--- src/rtl/alu_sequencer_pkg.sv ---
// Shared definitions for the ALU operand sequencer: CPU-wide widths,
// sequencer state encoding and ALU flag bit positions.
package alu_sequencer_pkg;

   // CPU-wide datapath constants
   localparam int CPU_DATA_WIDTH = 16;
   localparam int CPU_FLAG_SIZE  = 4;
   localparam int CPU_OP_WIDTH   = 4;

   // Bit positions inside the ALU flag vector
   localparam int FLAG_Z = 0;
   localparam int FLAG_C = 1;
   localparam int FLAG_N = 2;
   localparam int FLAG_V = 3;

   // Width of the execute-wait down-counter
   localparam int TIMER_WIDTH = 4;

   // Sequencer states
   typedef enum logic [1:0] {
      ST_IDLE    = 2'd0,
      ST_GET_B   = 2'd1,
      ST_EXEC    = 2'd2,
      ST_CAPTURE = 2'd3
   } seq_state_t;

   // The timer reaches zero in the last execute cycle, so it is preloaded
   // with one less than the number of settle cycles.
   function automatic logic [TIMER_WIDTH-1:0] exec_load_value(input int cycles);
      return TIMER_WIDTH'(cycles - 1);
   endfunction

endpackage

--- src/rtl/alu_sequencer_timer.sv ---
// Loadable 4-bit down-counter; counts toward zero and holds there.
module exec_timer
   import alu_sequencer_pkg::*;
(
   input  logic                   Clk,
   input  logic                   Reset,
   input  logic                   load,
   input  logic [TIMER_WIDTH-1:0] load_value,
   output logic                   zero
);

   logic [TIMER_WIDTH-1:0] count;

   // Load takes priority; otherwise decrement until zero is reached
   always_ff @(posedge Clk) begin
      if (!Reset) begin
         count <= '0;
      end else if (load) begin
         count <= load_value;
      end else if (count != '0) begin
         count <= count - 1'b1;
      end
   end

   assign zero = (count == '0);

endmodule

--- src/rtl/alu_sequencer.sv ---
// Feeds operands A/B and an op to an external combinational ALU, waits for
// it to settle, then strobes the result and flags into output registers.
module alu_sequencer
   import alu_sequencer_pkg::*;
#(
   parameter int DataWidth  = CPU_DATA_WIDTH,
   parameter int FlagSize   = CPU_FLAG_SIZE,
   parameter int OpWidth    = CPU_OP_WIDTH,
   parameter int ExecCycles = 1              // settle cycles, legal 1..15
)(
   input  logic                 Clk,
   input  logic                 Reset,
   input  logic                 Valid,
   output logic                 Ready,
   input  logic [DataWidth-1:0] DIn,
   input  logic [OpWidth-1:0]   OpIn,
   input  logic                 Abort,
   output logic [DataWidth-1:0] A,
   output logic [DataWidth-1:0] B,
   output logic [OpWidth-1:0]   FuncOp,
   input  logic [DataWidth-1:0] Y,
   input  logic [FlagSize-1:0]  IFlags,
   output logic                 LD,
   output logic [DataWidth-1:0] Result,
   output logic [FlagSize-1:0]  Flags,
   output logic                 Done,
   output logic                 Busy,
   output logic [7:0]           OpCount
);

   localparam logic [TIMER_WIDTH-1:0] EXEC_LOAD = exec_load_value(ExecCycles);

   seq_state_t state;
   logic       ld_reg;
   logic       done_reg;
   logic       timer_load;
   logic       timer_zero;

   // Ready is a pure state decode, forced low while reset is held
   assign Ready = Reset && (state == ST_IDLE || state == ST_GET_B);
   assign Busy  = (state != ST_IDLE);
   // Abort arriving in the capture cycle must still kill the load strobe
   assign LD    = ld_reg && !Abort && Reset;
   assign Done  = done_reg;

   // Arm the settle timer as operand B is accepted
   assign timer_load = (state == ST_GET_B) && Valid && !Abort;

   exec_timer u_timer (
      .Clk        (Clk),
      .Reset      (Reset),
      .load       (timer_load),
      .load_value (EXEC_LOAD),
      .zero       (timer_zero)
   );

   // Sequencer FSM with registered operand, result and strobe outputs
   always_ff @(posedge Clk) begin
      if (!Reset) begin
         state    <= ST_IDLE;
         A        <= '0;
         B        <= '0;
         FuncOp   <= '0;
         Result   <= '0;
         Flags    <= '0;
         OpCount  <= '0;
         ld_reg   <= 1'b0;
         done_reg <= 1'b0;
      end else begin
         ld_reg   <= 1'b0;
         done_reg <= 1'b0;
         if (Abort) begin
            // Abort discards any word on DIn and any pending capture
            state <= ST_IDLE;
         end else begin
            case (state)
               ST_IDLE: begin
                  if (Valid) begin
                     A      <= DIn;
                     FuncOp <= OpIn;
                     state  <= ST_GET_B;
                  end
               end
               ST_GET_B: begin
                  if (Valid) begin
                     B     <= DIn;
                     state <= ST_EXEC;
                  end
               end
               ST_EXEC: begin
                  if (timer_zero) begin
                     ld_reg <= 1'b1;
                     state  <= ST_CAPTURE;
                  end
               end
               ST_CAPTURE: begin
                  Result   <= Y;
                  Flags    <= IFlags;
                  OpCount  <= OpCount + 8'd1;
                  done_reg <= 1'b1;
                  state    <= ST_IDLE;
               end
               default: state <= ST_IDLE;
            endcase
         end
      end
   end

endmodule

--- config.mk ---
export PLATFORM = sky130hd
export DESIGN_NAME = alu_sequencer
export DESIGN_NICKNAME = d
export VERILOG_FILES = /design/src/rtl/alu_sequencer_pkg.sv /design/src/rtl/alu_sequencer_timer.sv /design/src/rtl/alu_sequencer.sv
export SDC_FILE = /design/constraint.sdc
export NUM_CORES = 1
export LEC_CHECK = 0
export CORE_ASPECT_RATIO = 0.6
export CORE_MARGIN = 2
export CORE_UTILIZATION = 46
export DETAILED_ROUTE_END_ITERATION = 10
export GPL_TIMING_DRIVEN = 0
export PLACE_DENSITY_LB_ADDON = 0.08
export SYNTH_ARGS = -nofsm -noshare
export SYNTH_HDL_FRONTEND = slang
export SYNTH_HIERARCHICAL = 1
export SYNTH_SLANG_ARGS = --single-unit
--- constraint.sdc ---
create_clock -name Clk -period 3.9 [get_ports Clk]
set_input_delay 1.17 -clock Clk [delete_from_list [all_inputs] [get_ports Clk]]
set_output_delay 1.17 -clock Clk [all_outputs]
set_load 0.05 [all_outputs]
==> impl_metrics.toml <==
[timing]
setup_ws_ps = 134
period_share = 0.966
rsz0062_at_grt = "false"
whs_ps = 455
max_freq_mhz = 266
setup_violations = 0
final-hold-violation-count = 0
max_slew.worst_pin.slew_ps = 536
max_slew_margin = 0.641
min_period_ps = 3770
slew_viol_final = 0
skew_ps = 7.98

[power]
p_per_area_mw_per_mm2 = 423
vdd_drop_max_mv = 0.327
power.leakage_uw = 0.00157

[placement]
gp_congestion = 0.879
portBuffers = 111
post-place-ws_ps = -434
hpwl_um = 5390
dp_cells = 533

[synthesis]
ys_seq_elements = 72
yosysTopAreaCellShare = 0.518
async_flop_share = 0
netlist_area_mm2 = 0.00278
synth_commonest_cells = "117 x nand2_1, 72 x dfxtp_1, 64 x a21oi_1"
yosys_warnings = 6
yosysUniqueCellTypes = 36
avgSynthCellArea_um2 = 8.21
yosysSeqAreaShare = 0.518
synth-edff-count = 0
yosysMostFrequentCell = "nand2_1"
postSynthCellCount = 339
yosys-top-cells-area = "dfxtp_1 52%, nand2_1 16%, a21oi_1 12%"
synth_flop_cell = "dfxtp_1"
yosysTopAreaCell = "dfxtp_1"

[global_routing]
grt.overflow.total = 0
grt_max_degree = 16
grt_pass1_vias = 2498
grt_antenna_before_repair = 0
grt_use_total = 0.222
grt_pass1_wl_um = 11700

[floorplan]
die_width_um = 104
rows = 21
initial_core_util = 0.488
fp.coreArea_mm2 = 0.00570
die_y_um = 64.3
die_area_mm2 = 0.00671
ioPinCount = 112

[run]
drv_cap = 0

[outcome]
status = "finished clean"

[drt]
routedWlPerCell_um = 13.0
drt_iter0_drc = 115
via_count = 2663
via_per_inst = 4.85
final_antenna_net_count = 0
drtPass1Iterations = 4
wl_um = 7160
drc = 0

[finish]
antenna_cells = 0
num-fill-cells = 445
nets = 516
drive_gt1_frac = 0.0746
syn2layout_area_growth_pct = 53.2
stdcell_count = 549
final_util = 0.748
multi_input_area_mm2 = 0.00124
top_regs = "A (16), B (16), Result (16)"
seqCellArea_mm2 = 0.00144

[cts]
cts-root-buf = "clkbuf_8"
insertion_delay_ps = 340
h-tree-depth = 3
tritoncts = "yes"
clk_pin_slew_ps = 70
cts_max_path_buffers = 2
cts.hold.buffers_added = 0
cts_inserted_buffers = 9
cts.sinks = 72

[worst_setup_path]
cp.arrival_ps = 2600
r2r_cells = 7
critPathMaxFanout = 8
rrSetupSlack_ps = 2080
rr_startpoint = "state[1]"
cp_data_required_time_ps = 2730
worstSetupEndpointType = "primary output"
criticalPathCategory = "input pin to primary output"
crit_start = "Abort"
startpoint_type = "input pin"

[min_path]
min_from = "A[12]"
min_path_cells = 2
worstHoldPathType = "flop to flop"
==> power by group <==
part           total, µW  switching (µW)  internal, µW
sequential           784            21.2           763
clock                730             271           459
combinational        289             152           137
total               1800             444          1360
==> worst paths after layout <==
path,end
hold reg to reg,A[12]
setup / recovery,LD
hold / removal,A[12]
setup reg to reg,u_timer/count[3]
==> kinds of logic (layout without fill, tap and decap cells) <==
| logic type | after synthesis | count (layout) | synth area share |
|---|---|---|---|
| AO/OA/AOI/OAI | 76 | 76 | 0.145 |
| buffers and inverters | 27 | 154 | 0.0409 |
| other | 1 | 4 | 0.00135 |
| AND/OR/NAND/NOR | 149 | 149 | 0.239 |
| flip-flops | 72 | 72 | 0.518 |
| XOR/XNOR | 4 | 4 | 0.0126 |
| adder cells (fa/ha/maj) | 8 | 8 | 0.0360 |
| multiplexers | 2 | 2 | 0.00764 |
==> critical path, stage by stage <==
cell	delay, ps
clkdlybuf4s50_1	510
nand2b_1	250
nor2_1	110
dlygate4sd2_1	540
==> what timing repair did <==
action	4_1_cts	5_1_grt
setup endpoints to repair	2	1
setup buffers	0	0
resized for setup	5	1
==> layout make-up <==
class	instances	area share
sequential	72	0.338
inverter	10	0.00880
timing repair buffer	111	0.261
tap	80	0.0235
buffer	17	0.0182
clock buffer	11	0.0355
clock inverter	5	0.0241
multi-input combinational	243	0.291
==> placed cells by master (no fill, tap or decap), drive strengths merged, types with 5 or more instances in the layout <==
cell type,instances
nand2b,5
ha,8
clkbuf,17
a21oi,64
nand3,5
o21ai,6
buf,11
nand2,117
clkdlybuf4s50,108
inv,10
dfxtp,72
nor2,8
==> through the flow <==
step,setup TNS (ps),cell area (µm²),total power (µW)
after floorplan,0,2800,982
after global placement,-586,4010,1080
after detailed placement,-620,4010,1090
after CTS,0,4260,1810
after global routing,0,4260,1870
final,0,4260,1800
==> per-layer routing <==
metal,global-route usage,routed length [µm],share of wire
met2,0.355,3230,0.45
met4,0.0760,64,0.0089
met5,0,0,0
met3,0.0786,526,0.073
met1,0.279,3340,0.47
Power figures use the tool's default switching activity.
